`config.mk`:
```
export PLATFORM = sky130hd
export DESIGN_NAME = im_fetch_arbiter
export DESIGN_NICKNAME = d
export VERILOG_FILES = /design/src/rtl/im_fetch_arbiter.sv
export SDC_FILE = /design/constraint.sdc
export NUM_CORES = 1
export LEC_CHECK = 0
export CORE_ASPECT_RATIO = 1.1
export CORE_MARGIN = 5
export CORE_UTILIZATION = 35
export DETAILED_ROUTE_END_ITERATION = 6
export GPL_TIMING_DRIVEN = 0
export PLACE_DENSITY_LB_ADDON = 0.2
export SLEW_MARGIN = 10
export SYNTH_ARGS = -nofsm -noshare
export SYNTH_HDL_FRONTEND = slang
export SYNTH_SLANG_ARGS = --single-unit
```
`constraint.sdc`:
```
create_clock -name clk -period 3.24 [get_ports clk]
set_input_delay 0.324 -clock clk [delete_from_list [all_inputs] [get_ports clk]]
set_output_delay 0.324 -clock clk [all_outputs]
set_load 0.02 [all_outputs]
```
`src/rtl/im_fetch_arbiter.sv`:
```
`default_nettype none
// ============================================================================
// Module      : im_fetch_arbiter
// Description : Fetch controller and read-port arbiter for the 128-byte,
//               byte-addressed, big-endian instruction memory. Owns the PC,
//               issues word fetches on the memory's single combinational read
//               port and presents registered instructions to decode over a
//               valid/ready handshake. A debug read requester shares the same
//               port under round-robin arbitration.
//
// Ports       : clk, rst_n        - clock, synchronous active-low reset
//               im_addr/im_instr  - instruction memory read port
//               f_valid/f_ready/f_instr/f_pc - fetched instruction to decode
//               redir_valid/redir_pc         - branch/jump redirect
//               dbg_req/dbg_addr/dbg_gnt     - debug read request / grant
//               dbg_rvalid/dbg_rdata         - debug read response
//               halted/err        - fetch stopped / stopped by misaligned redirect
//
// Options     : IM_ARB_STATS_EN - when defined, adds stat_fetch_cnt and
//               stat_conflict_cnt saturating 16-bit counters.
//
// Revision    : 1.0 - initial release
// ============================================================================
module im_fetch_arbiter #(
    parameter int unsigned MEM_SIZE = 128,
    parameter logic [31:0] RESET_PC = 32'h0000_0000
) (
    input  logic        clk,
    input  logic        rst_n,
    output logic [31:0] im_addr,
    input  logic [31:0] im_instr,
    output logic        f_valid,
    input  logic        f_ready,
    output logic [31:0] f_instr,
    output logic [31:0] f_pc,
    input  logic        redir_valid,
    input  logic [31:0] redir_pc,
    input  logic        dbg_req,
    input  logic [31:0] dbg_addr,
    output logic        dbg_gnt,
    output logic        dbg_rvalid,
    output logic [31:0] dbg_rdata,
    output logic        halted,
    output logic        err
`ifdef IM_ARB_STATS_EN
    ,
    output logic [15:0] stat_fetch_cnt,
    output logic [15:0] stat_conflict_cnt
`endif
);

    // Highest byte address at which a full word can still be read.
    localparam logic [31:0] C_LAST_WORD = 32'(MEM_SIZE - 4);

    typedef enum logic [0:0] {
        S_RUN  = 1'b0,
        S_HALT = 1'b1
    } state_t;

    state_t      r_state;
    state_t      w_state_nxt;

    logic [31:0] r_pc;
    logic        r_f_valid;
    logic [31:0] r_f_instr;
    logic [31:0] r_f_pc;
    logic        r_dbg_rvalid;
    logic [31:0] r_dbg_rdata;
    logic        r_err;
    // 1 when debug won the most recent conflict; starts at 1 so fetch wins first.
    logic        r_last_dbg;

    logic        w_fetch_want;
    logic        w_pc_oob;
    logic        w_fetch_req;
    logic        w_dbg_oob;
    logic        w_conflict;
    logic        w_dbg_gnt;
    logic        w_fetch_gnt;
    logic [31:0] w_im_addr;

    // ------------------------------------------------------------------------
    // Next-state and arbitration
    // ------------------------------------------------------------------------
    always_comb begin
        w_state_nxt  = r_state;
        w_fetch_want = 1'b0;
        w_pc_oob     = 1'b0;
        w_fetch_req  = 1'b0;
        w_dbg_oob    = 1'b0;
        w_conflict   = 1'b0;
        w_dbg_gnt    = 1'b0;
        w_fetch_gnt  = 1'b0;
        w_im_addr    = r_pc;

        // Fetch only when the output slot is free or being drained, and never
        // in a cycle that carries a redirect (the old stream is being flushed).
        w_fetch_want = (r_state == S_RUN) && (!r_f_valid || f_ready) && !redir_valid;
        w_pc_oob     = (r_pc > C_LAST_WORD);
        w_fetch_req  = w_fetch_want && !w_pc_oob;
        w_dbg_oob    = (dbg_addr > C_LAST_WORD);

        w_conflict   = w_fetch_req && dbg_req;
        // Round-robin: on conflict the side that did not win last time wins.
        w_dbg_gnt    = dbg_req && (!w_fetch_req || !r_last_dbg);
        w_fetch_gnt  = w_fetch_req && !w_dbg_gnt;

        if (w_dbg_gnt) begin
            w_im_addr = w_dbg_oob ? 32'h0 : dbg_addr;
        end

        if (redir_valid) begin
            w_state_nxt = (redir_pc[1:0] == 2'b00) ? S_RUN : S_HALT;
        end else if (w_fetch_want && w_pc_oob) begin
            // Ran off the end of memory: stop without issuing the access.
            w_state_nxt = S_HALT;
        end
    end

    // ------------------------------------------------------------------------
    // State register
    // ------------------------------------------------------------------------
    always_ff @(posedge clk) begin
        if (!rst_n) begin
            r_state <= S_RUN;
        end else begin
            r_state <= w_state_nxt;
        end
    end

    // ------------------------------------------------------------------------
    // Datapath registers
    // ------------------------------------------------------------------------
    always_ff @(posedge clk) begin
        if (!rst_n) begin
            r_pc         <= RESET_PC;
            r_f_valid    <= 1'b0;
            r_f_instr    <= 32'h0;
            r_f_pc       <= 32'h0;
            r_dbg_rvalid <= 1'b0;
            r_dbg_rdata  <= 32'h0;
            r_err        <= 1'b0;
            r_last_dbg   <= 1'b1;
        end else begin
            r_dbg_rvalid <= w_dbg_gnt;
            if (w_dbg_gnt) begin
                // An out-of-range debug read drives address 0 on the port, so
                // the returned data must be forced to zero rather than sampled.
                r_dbg_rdata <= w_dbg_oob ? 32'h0 : im_instr;
            end

            if (w_conflict) begin
                r_last_dbg <= w_dbg_gnt;
            end

            if (redir_valid) begin
                r_pc      <= redir_pc;
                r_f_valid <= 1'b0;
                r_err     <= (redir_pc[1:0] != 2'b00);
            end else if (w_fetch_gnt) begin
                r_f_instr <= im_instr;
                r_f_pc    <= r_pc;
                r_f_valid <= 1'b1;
                r_pc      <= r_pc + 32'd4;
            end else if (r_f_valid && f_ready) begin
                r_f_valid <= 1'b0;
            end
        end
    end

`ifdef IM_ARB_STATS_EN
    logic [15:0] r_stat_fetch;
    logic [15:0] r_stat_conflict;

    always_ff @(posedge clk) begin
        if (!rst_n) begin
            r_stat_fetch    <= 16'h0;
            r_stat_conflict <= 16'h0;
        end else begin
            if (r_f_valid && f_ready && (r_stat_fetch != 16'hFFFF)) begin
                r_stat_fetch <= r_stat_fetch + 16'd1;
            end
            if (w_conflict && (r_stat_conflict != 16'hFFFF)) begin
                r_stat_conflict <= r_stat_conflict + 16'd1;
            end
        end
    end

    assign stat_fetch_cnt    = r_stat_fetch;
    assign stat_conflict_cnt = r_stat_conflict;
`endif

    assign im_addr    = w_im_addr;
    assign f_valid    = r_f_valid;
    assign f_instr    = r_f_instr;
    assign f_pc       = r_f_pc;
    assign dbg_gnt    = w_dbg_gnt;
    assign dbg_rvalid = r_dbg_rvalid;
    assign dbg_rdata  = r_dbg_rdata;
    assign halted     = (r_state == S_HALT);
    assign err        = r_err;

endmodule
`default_nettype wire

```
After elaboration in Yosys (flattened, before gate mapping). Cells that the tools add are included.

Input bits: 101. Output and inout port bits: 133. Flip-flop bits (word level): 133. Word-level logic and storage cells: 48.

Add/subtract/negate cells: 1. Bitwise gates (word level): 3. Reductions and logical operators: 23. Order comparisons: 2. Muxes and demuxes: 10.

Operators by type and width (count): $mux 32 (5); $gt 32x7->1 const B (2); $add 32x3->32 const B (1); $logic_and 1x1->1 (8); $reduce_bool 2->1 (4); $logic_not 1->1 (6); $mux 1 (5); $not 1->1 (3); $logic_not 2->1 (1); $logic_or 1x1->1 (2); $reduce_and 2->1 (1); $reduce_or 2->1 (1).

Longest topological paths before layout.
Word-level depth: 12. Gate-level depth with buffers: 8. Mapped depth without buffers: 6.

Least setup slack after synthesis. OpenSTA, ideal clock, no wires.

Path kind: input to output. Start: input port dbg_addr[30]. End: output port im_addr[0]. Data required time: 2916 ps. Buffers on the path: 2. Arrival: 2002 ps. Setup slack: 914 ps. Cell stages on the path: 7. Cell sequence: nor4_1 -> nand4_1 -> nor3_1 -> buf_2 -> clkbuf_1 -> nand2_1 -> o21ai_0.

Cells in the longest elaborated chain, start to end: 3.

Ends and longest elaborated chain: start: declaration (line 39) `input logic [31:0] dbg_addr,`; $gt 32x7->1 (line 101) `w_dbg_oob = (dbg_addr > C_LAST_WORD);`; $mux 32 (line 109) `w_im_addr = w_dbg_oob ? 32'h0 : dbg_addr;`; $mux 32 (line 108) `if (w_dbg_gnt) begin`; end: declaration (line 30) `output logic [31:0] im_addr,`.

No other way between the ends.

Worst setup path in the final report.
Start: register r_pc[31]. End: output port dbg_gnt.

Cells in the longest elaborated chain, start to end: 6.

Ends and longest elaborated chain: start: declaration (line 63) `logic [31:0] r_pc;`; start signal: assignment (line 157) `r_pc <= redir_pc;`; start signal: assignment (line 164) `r_pc <= r_pc + 32'd4;`; $gt 32x7->1 (line 99) `w_pc_oob = (r_pc > C_LAST_WORD);`; $logic_not 1->1 (line 100) `w_fetch_req = w_fetch_want && !w_pc_oob;`; $logic_and 1x1->1 (line 100); $logic_not 1->1 (line 105) `w_dbg_gnt = dbg_req && (!w_fetch_req || !r_last_dbg);`; $logic_or 1x1->1 (line 105); $logic_and 1x1->1 (line 105); end: declaration (line 40) `output logic dbg_gnt,`.

No other way between the ends.

==> results.py <==
metrics = {
    "worst_setup_path": {
        "critical_path.max_stage_delay_ps": 530,
        "arrival_ps": 2780,
        "cp-end-kind": "primary output",
        "cp_num_buf_inv": 5,
        "path_delay_family": "buffers and inverters",
        "crit_top_cell": "buf_4",
        "path_class": "flip-flop to primary output",
        "cp_slowest_cell": "clkdlybuf4s50_1",
        "worstPathCellList": "nor4_2 -> nand4_1 -> o41ai_4 -> buf_4 -> buf_4 -> buf_4 -> inv_1 -> clkdlybuf4s50_1",
        "critPathLaunchType": "flip-flop",
        "path_max_fanout": 10,
        "cp_data_required_time_ps": 2920,
    },
    "cts": {
        "clk_pin_slew_ps": 60,
        "ctsHoldBuffers": 0,
        "cts-root-buf": "clkbuf_16",
        "cts.sinks": 133,
        "tritoncts": "yes",
        "cts-htree-levels": 4,
        "clockBufferDepth": 2,
        "cts_buffers": 17,
        "clkLatencyLatePin_ps": 420,
    },
    "timing": {
        "worstMarginPinSlew_ps": 797,
        "fin_tns_setup_ps": 0,
        "fmax_mhz": 322,
        "rsz0062_at_grt": "no",
        "finalCriticalPeriod_ps": 3110,
        "finalSetupViolCount": 0,
        "period_share_pct": 95.9,
        "clock_skew_ps": 7.06,
        "final_hold_viol_count": 0,
        "slew_headroom_pct": 46.9,
        "finalMaxSlewViolations": 0,
    },
    "global_route": {
        "grt_pass1_vias": 5311,
        "overflow": 0,
        "grt_max_degree": 20,
        "antenna_found_initial": 0,
        "grtUsageTotal_pct": 20.5,
        "grt_pass1_wl_um": 27900,
    },
    "synth": {
        "synth-async-reset-ratio_pct": 0,
        "yosys.area.top_type": "dfxtp_1",
        "ys_ff_latch": 133,
        "syn_nets": 696,
        "synthCells": 594,
        "yosysWarningCount": 0,
        "synthDistinctLibCells": 32,
        "syn-cell-area_sq_mm": 0.00508,
        "ys_seq_area_share_pct": 52.4,
        "synth.top_cell.area_share_pct": 52.4,
        "ys_top_cells_by_area": "dfxtp_1, nand3_1, nand2_1, mux2i_1, a21oi_1",
        "synthFlopType": "dfxtp_1",
        "synth_edf_count": 0,
        "syn_area_per_cell_sq_um": 8.55,
    },
    "routing": {
        "drt_first_pass_iters": 5,
        "wl_per_cell_um": 17.0,
        "vias_per_cell": 4.96,
        "drcViolationCount": 0,
        "drtIter0Drc": 325,
        "ant_nets": 0,
        "wl_um": 17800,
        "vias": 5205,
    },
    "finish": {
        "fin_nets": 947,
        "fin_cells": 1050,
        "antenna_cells": 0,
        "mostFrequentLayoutCells": "clkdlybuf4s50_1, dfxtp_1, nand2_1, nand3_1, a21oi_1",
        "final_common_cell": "clkdlybuf4s50_1",
        "layout-drive-gt1-share_pct": 7.11,
        "syn2layout_area_growth_pct": 61.9,
    },
    "power_and_ir_drop": {
        "p_leak_nw": 3.10,
        "power_density_mw_per_mm2": 471,
        "vdd_drop_max_v": 0.000323,
    },
    "placed_design": {
        "hpwl_um": 14000,
        "gp_congestion": 0.889,
        "io_buffers": 231,
        "dp.cells": 1017,
    },
    "die": {
        "die_area_sq_mm": 0.0170,
        "die_h_um": 136,
        "initial_core_util_pct": 35.4,
        "core-area_sq_mm": 0.0143,
        "num_rows": 46,
        "boundaryPins": 234,
        "die_w_um": 125,
    },
    "run_status": {
        "status": "finished, final reports clean",
    },
    "hold_path": {
        "holdCritPathClass": "primary input to flip-flop",
    },
    "job": {
        "maxCapViolCount": 0,
    },
}
worst register-to-register path, stage by stage (launching register included):
cell     delay, ps
dfxtp_1        450
ha_1           260
nand3_2        160
or2_2          350
nand4_1        290
buf_2          300
buf_2          260
nand2_1         80
a21oi_1        150
cells by family after synthesis:
kind of cell / after synthesis / synth area share (%)
simple gates: 283 / 27.0
flops: 133 / 52.4
compound gates: 97 / 10.4
buf+inv: 52 / 4.46
mux: 27 / 5.32
xor+xnor: 1 / 0.172
fa+ha+maj: 1 / 0.246
worst paths after layout:
kind,slack [ps],cells past startpoint,end,from
max,130,8,dbg_gnt,r_pc[31]
min,310,2,f_pc[18],rst_n
max reg2reg,870,8,f_instr[13],r_pc[2]
min reg2reg,450,2,dbg_rdata[27],dbg_rdata[27]
what timing repair did:
item / 4_1_cts / 5_1_grt
setup buffers: 2 / 0
setup endpoints to repair: 33 / 31
resized for setup: 21 / 5
pin swaps: 1 / 0
cell type report:
class,instances,area (sq um)
clock buffers,17,425
well taps,192,240
fillers,1306,6110
flip-flops and latches,133,2660
repair buffers,233,2310
multi-input cells,409,2220
clock inverters,15,138
inverters,4,15.0
plain buffers,47,213
power by group:
part | internal [mW] | switching [mW] | total, mW
Clock | 1.01 | 0.796 | 1.81
Sequential | 1.66 | 0.0284 | 1.69
Combinational | 0.194 | 0.178 | 0.372
Total | 2.87 | 1.00 | 3.87
flip-flops by register name (all words and copies together) (netlist names):
signal / count
f_valid: 1
err: 1
r_pc: 32
dbg_rdata: 32
r_last_dbg: 1
f_instr: 32
dbg_rvalid: 1
f_pc: 32
halted: 1
cells in the mapped netlist (3+ instances only):
| master | count |
|---|---|
| and2_1 | 25 |
| o21ai_1 | 29 |
| buf_4 | 5 |
| a21oi_1 | 42 |
| nor3_1 | 5 |
| buf_2 | 10 |
| nand2_1 | 95 |
| nor4_2 | 3 |
| nor4_1 | 8 |
| nand4_1 | 4 |
| nand3_1 | 73 |
| clkbuf_1 | 30 |
| nor2_1 | 36 |
| dfxtp_1 | 133 |
| mux2i_1 | 27 |
| and3_1 | 27 |
| buf_1 | 3 |
| a31oi_1 | 3 |
| o21ai_0 | 15 |
| inv_1 | 3 |
per-stage QoR:
stage                     instance area, sq um  utilization, %  hold slack, ps  setup slack, ps  power, mW
final                                     8220            57.4             308              131       3.87
after global routing                      8220            57.4             324             1.59       4.03
after floorplan                           5080               -             454              914       1.87
after detailed placement                  7630            53.2             448             -454       2.10
after CTS                                 8200            57.2             288             47.4       3.91
after global placement                    7630            53.2             444             -447       2.09
metal layers:
layer	track usage [%]	vias to the layer above	part of all wire (%)	routed length (um)
met4	8.43	0	2.2	392
met1	22.7	2389	40	7210
met2	35.3	232	49	8680
met3	8.21	35	8.7	1560
met5	0	-	0	0
li1	-	2549	-	-
Note: power is estimated with default switching activity, not from simulation.
==> RTL change 1: new RTL, same settings <==
The option `IM_ARB_STATS_EN` is turned on by a define.
--- a/src/rtl/im_fetch_arbiter.sv
+++ b/src/rtl/im_fetch_arbiter.sv
@@ -21,6 +21,8 @@
 //
 // Revision    : 1.0 - initial release
 // ============================================================================
+`define IM_ARB_STATS_EN
+
 module im_fetch_arbiter #(
     parameter int unsigned MEM_SIZE = 128,
     parameter logic [31:0] RESET_PC = 32'h0000_0000
Check against the original RTL (old outputs only; new: stat_conflict_cnt and stat_fetch_cnt): equivalent (Yosys induction, for registers that start in step).
==> RTL change 1 against the unedited design <==
Area after synthesis increased by 30%; total power up 12%; critical path type unchanged; final area increased by 23%; routed wire length grew 26%; sequential cell count rose by 32; setup slack worse by 29 ps; combinational power up 4%; critical endpoint is now im_addr[5]; sequential power grew 23%.
==> RTL change 1: results (changes against the unedited design) <==
metric,value,unit,change
vias in the first global route,6312,,+19%
Crit. Startpoint,r_pc[2],,
status,"finished, final reports clean",,
worst r2r path cells,10,,+2
first-iteration detailed-routing DRC count,271,,-17%
GR Util met2,0.3456,,-0.007490
Worst-Margin Slew,744.2,ps,-52.33 ps
FILL cells,1796,,+38%
"top cells by count, synth","dfxtp_1, nand2_1, a21oi_1, nor2_1, o21ai_0",,
synth top area cells,"dfxtp_1, nand2_1, mux2i_1, nand4_1, a21oi_1",,
gpl congestion,0.8155,,-8.3%
CP peak stage delay,420,ps,-110 ps
routing usage on met1,0.2485,,+0.02192
# port buffers,264,,+14%
met3 GRT Util,0.06741,,-0.01471
Lkg Pwr,0.003893,uW,+25%
Post-DP HPWL,17.20,mm,+23%
syn nets,874,,+26%
hold path depth,3,,+1
final net count,1161,,+23%
Worst Skew,8.441,ps,+1.380 ps
first-pass GRT wire length,35.22,mm,+26%
Yosys cell types,42,,+31%
Critical Path End,im_addr[5],,
post-synth top area share,0.5022,,-0.02208
flop-to-flop setup slack,760,ps,-110 ps
initial antenna violation count,1,,+1
routed len/inst,17.13,um,+0.84%
post-place setup slack,-429.6,ps,+24.34 ps
RTL change 1: power breakdown:
group          internal, uW  leakage, uW  switching, uW  total (uW)
clock                  1050     0.000261            800        1850
combinational           196      0.00230            191         387
sequential             2060      0.00134           21.8        2080
total                  3310      0.00389           1010        4320
RTL change 1: area by class of cell:
cell class                 instances  area, um2  area share
clock inverter                     8      51.30    0.005087
buffer                            59      281.5     0.02792
inverter                          12      45.04    0.004467
sequential                       165       3303      0.3276
multi-input combinational        534       2962      0.2937
tap                              243      304.0     0.03015
clock buffer                      23      488.0     0.04839
timing repair buffer             268       2649      0.2627
RTL change 1: timing repair:
action | 4_1_cts | 5_1_grt
resized for setup | 32 | 25
pin swaps | 3 | 0
setup endpoints to repair | 33 | 20
buffers inserted | 4 | 0
gates cloned | 0 | 0
RTL change 1: worst min-delay path by stage:
stage	start	end	slack (ps)
6_report	rst_n	stat_conflict_cnt[8]	420
5_1_grt	f_instr[2]	f_instr[2]	470
4_1_cts	rst_n	stat_conflict_cnt[8]	440
3_5_place_dp	f_instr[14]	f_instr[14]	450
3_3_place_gp	f_instr[31]	f_instr[31]	440
2_1_floorplan	r_pc[4]	f_pc[4]	440
RTL change 1: stage by stage:
stage          std cells  area (um2)
2_1_floorplan        770        6578
3_3_place_gp        1277        9524
3_5_place_dp        1277        9524
4_1_cts             1312       10080
5_1_grt             1312       10080
6_report            1312       10080
RTL change 1: logic make-up after synthesis:
family,Yosys count,share of synthesized area
DFF,165,0.5022
buffers and inverters,71,0.04927
xor gates and xnor gates,19,0.02530
and+or+nand+nor,362,0.2732
adders and majority gates,3,0.005707
muxes,31,0.04718
AOI/OAI and AO/OA,119,0.09720
RTL change 1: worst reg2reg max path, delay by kind of cell (launching register included):
family | cells | cell delay [ps]
adders and majority gates | 1 | 230
and+or+nand+nor | 4 | 800
DFF | 1 | 360
AOI/OAI and AO/OA | 2 | 240
buffers and inverters | 3 | 730
RTL change 1: metal layers:
layer | vias up | wire (um)
met2 | 206 | 10900
met4 | 2 | 271
met3 | 18 | 1658
li1 | 3218 | -
met1 | 2929 | 9632
met5 | - | 13
==> RTL change 2: new RTL, same flow settings <==
Made on the original files. The output `dbg_rvalid` loses its register stage (`r_dbg_rvalid` becomes a continuous assignment).
--- a/src/rtl/im_fetch_arbiter.sv
+++ b/src/rtl/im_fetch_arbiter.sv
@@ -137,12 +137,10 @@
             r_f_valid    <= 1'b0;
             r_f_instr    <= 32'h0;
             r_f_pc       <= 32'h0;
-            r_dbg_rvalid <= 1'b0;
             r_dbg_rdata  <= 32'h0;
             r_err        <= 1'b0;
             r_last_dbg   <= 1'b1;
         end else begin
-            r_dbg_rvalid <= w_dbg_gnt;
             if (w_dbg_gnt) begin
                 // An out-of-range debug read drives address 0 on the port, so
                 // the returned data must be forced to zero rather than sampled.
@@ -168,6 +166,8 @@
         end
     end
 
+    assign r_dbg_rvalid = w_dbg_gnt;
+
 `ifdef IM_ARB_STATS_EN
     logic [15:0] r_stat_fetch;
     logic [15:0] r_stat_conflict;
Function: changed (Yosys sat finds a counterexample within 4 cycles, from zero or initial values and one cycle with rst_n low).
==> RTL change 2 against the unedited design <==
Synthesized cell count unchanged; sequential cell count down 1; hold slack better by 58 ps; final area up 3.1%; combinational power up 5.4%; register-to-register slack better by 50 ps; core utilization down 0.63 points; non-clock buffer count up 4; total power down 2.1%; routed wire length down 1.1%; setup slack worse by 0.73 ps; area after synthesis up 4.0%; global-route usage down 0.87 points; largest cell class unchanged.
==> RTL change 2: results (changes against the unedited design) <==
metric,value,unit,change
total number of vias,5199,,-0.12%
Yosys warning count,0,,unchanged
hold path depth,3,,+1
Routed WL,17.63,mm,-1.1%
GRT Overall Usage,0.1962,,-0.008727
Lkg Pwr,0.003407,uW,+9.7%
clk_lat worst skew,410,ps,
pin count of the biggest net entering global routing,20,,unchanged
# port buffers,231,,unchanged
max cap viols,0,,unchanged
critical path peak fanout,10,,unchanged
routing usage on met1,0.2284,,+0.001791
peak supply drop,255.1,uV,-21%
Yosys cell types,38,,+19%
met3 GRT Util,0.07165,,-0.01047
Slew headroom,0.5207,,+0.05169
flop-to-flop setup slack,920,ps,+50 ps
syn nets,696,,unchanged
initial antenna violation count,0,,unchanged
vias in the first global route,5373,,+1.2%
Layout area overhead,60.41,%,
worst hold slack,365.7,ps,+57.95 ps
Worst Path Arrival,2790,ps,about the same
status,"finished, final reports clean",,
Worst Skew,6.646,ps,-0.4153 ps
first-iteration detailed-routing DRC count,316,,-2.8%
final net count,949,,+0.21%
part of the Yosys area used for sequential elements,0.5001,,-0.02415
dpl cell area,7841,um2,+2.8%
GR Util met2,0.3353,,-0.01778
Worst Hold Class,primary input to flop,,
TritonCTS buffer count,17,,unchanged
Post-DP HPWL,13.55,mm,-3.0%
synth top area cells,"dfxtp_1, nand3_1, nand2_1, a21boi_0, mux2i_1",,
layout cells sized above 1,0.07567,,+0.004574
FILL cells,1367,,+4.7%
gpl congestion,0.8476,,-4.7%
"top cells by count, synth","dfxtp_1, nand2_1, nand3_1",,
DRT Pass-1 Iters,4,,-1
first-pass GRT wire length,27.74,mm,-0.40%
worst r2r path cells,8,,unchanged
CTS root buffer,clkbuf_16,,
## RTL change 2: changes by cell type after synthesis, moves of 6 or more
cell | unedited run | this run
nor2_1 | 36 | 7
buf_2 | 10 | 16
a21boi_0 | 0 | 41
o21ai_0 | 15 | 4
clkbuf_1 | 30 | 24
nor2b_1 | 0 | 28
buf_6 | 0 | 6
a21oi_1 | 42 | 0
o21ai_1 | 29 | 39
## RTL change 2: final timing paths
kind | startpoint | to
hold reg to reg | dbg_rdata[30] | dbg_rdata[30]
setup reg to reg | r_pc[2] | f_instr[14]
setup / recovery | r_pc[2] | dbg_rvalid
hold / removal | redir_valid | r_pc[1]
## RTL change 2: per-stage QoR
stage	cells	setup slack, ps
after floorplan	594	1044
after global placement	1021	-329.4
after detailed placement	1021	-348.6
after CTS	1055	0.7234
after global routing	1055	0.1421
final	1055	130.6
## RTL change 2: logic make-up after synthesis
logic type,Yosys count,synth area share
buf+inv,52,0.04996
flops,132,0.5001
simple gates,286,0.2740
mux,27,0.05115
xor+xnor,1,0.001658
fa+ha+maj,1,0.002368
compound gates,95,0.1208
## RTL change 2: final cells by class
type,count,area share
buffer,49,0.03026
clock buffer,21,0.05196
clock inverter,10,0.01019
inverter,2,0.0008857
multi-input combinational,410,0.2854
sequential,132,0.3118
tap,196,0.02893
timing repair buffer,235,0.2806
## RTL change 2: per-layer routing
layer / wire (um) / share of wire
met2: 8584 / 0.49
met5: 0 / 0
met1: 7471 / 0.42
met4: 289 / 0.016
met3: 1288 / 0.073
## RTL change 2: report_power, final
group	internal [uW]	switching (uW)
combinational	216	176
sequential	1650	26.8
clock	1040	679
total	2910	883
## RTL change 2: timing repair
| action | in CTS | in global routing |
|---|---|---|
| hold endpoints to repair | 0 | 0 |
| endpoints found under the setup margin | 34 | 28 |
| pin swaps | 3 | 0 |
| setup buffers | 4 | 0 |
| resized for setup | 10 | 22 |
## RTL change 2: worst max-delay path, stage by stage, from the launching register on
cell	delay, ps
dfxtp_1	360
ha_1	240
nand3_1	150
nor2_1	120
o41ai_4	470
buf_6	190
buf_6	130
inv_2	60
buf_4	120
clkdlybuf4s50_1	520
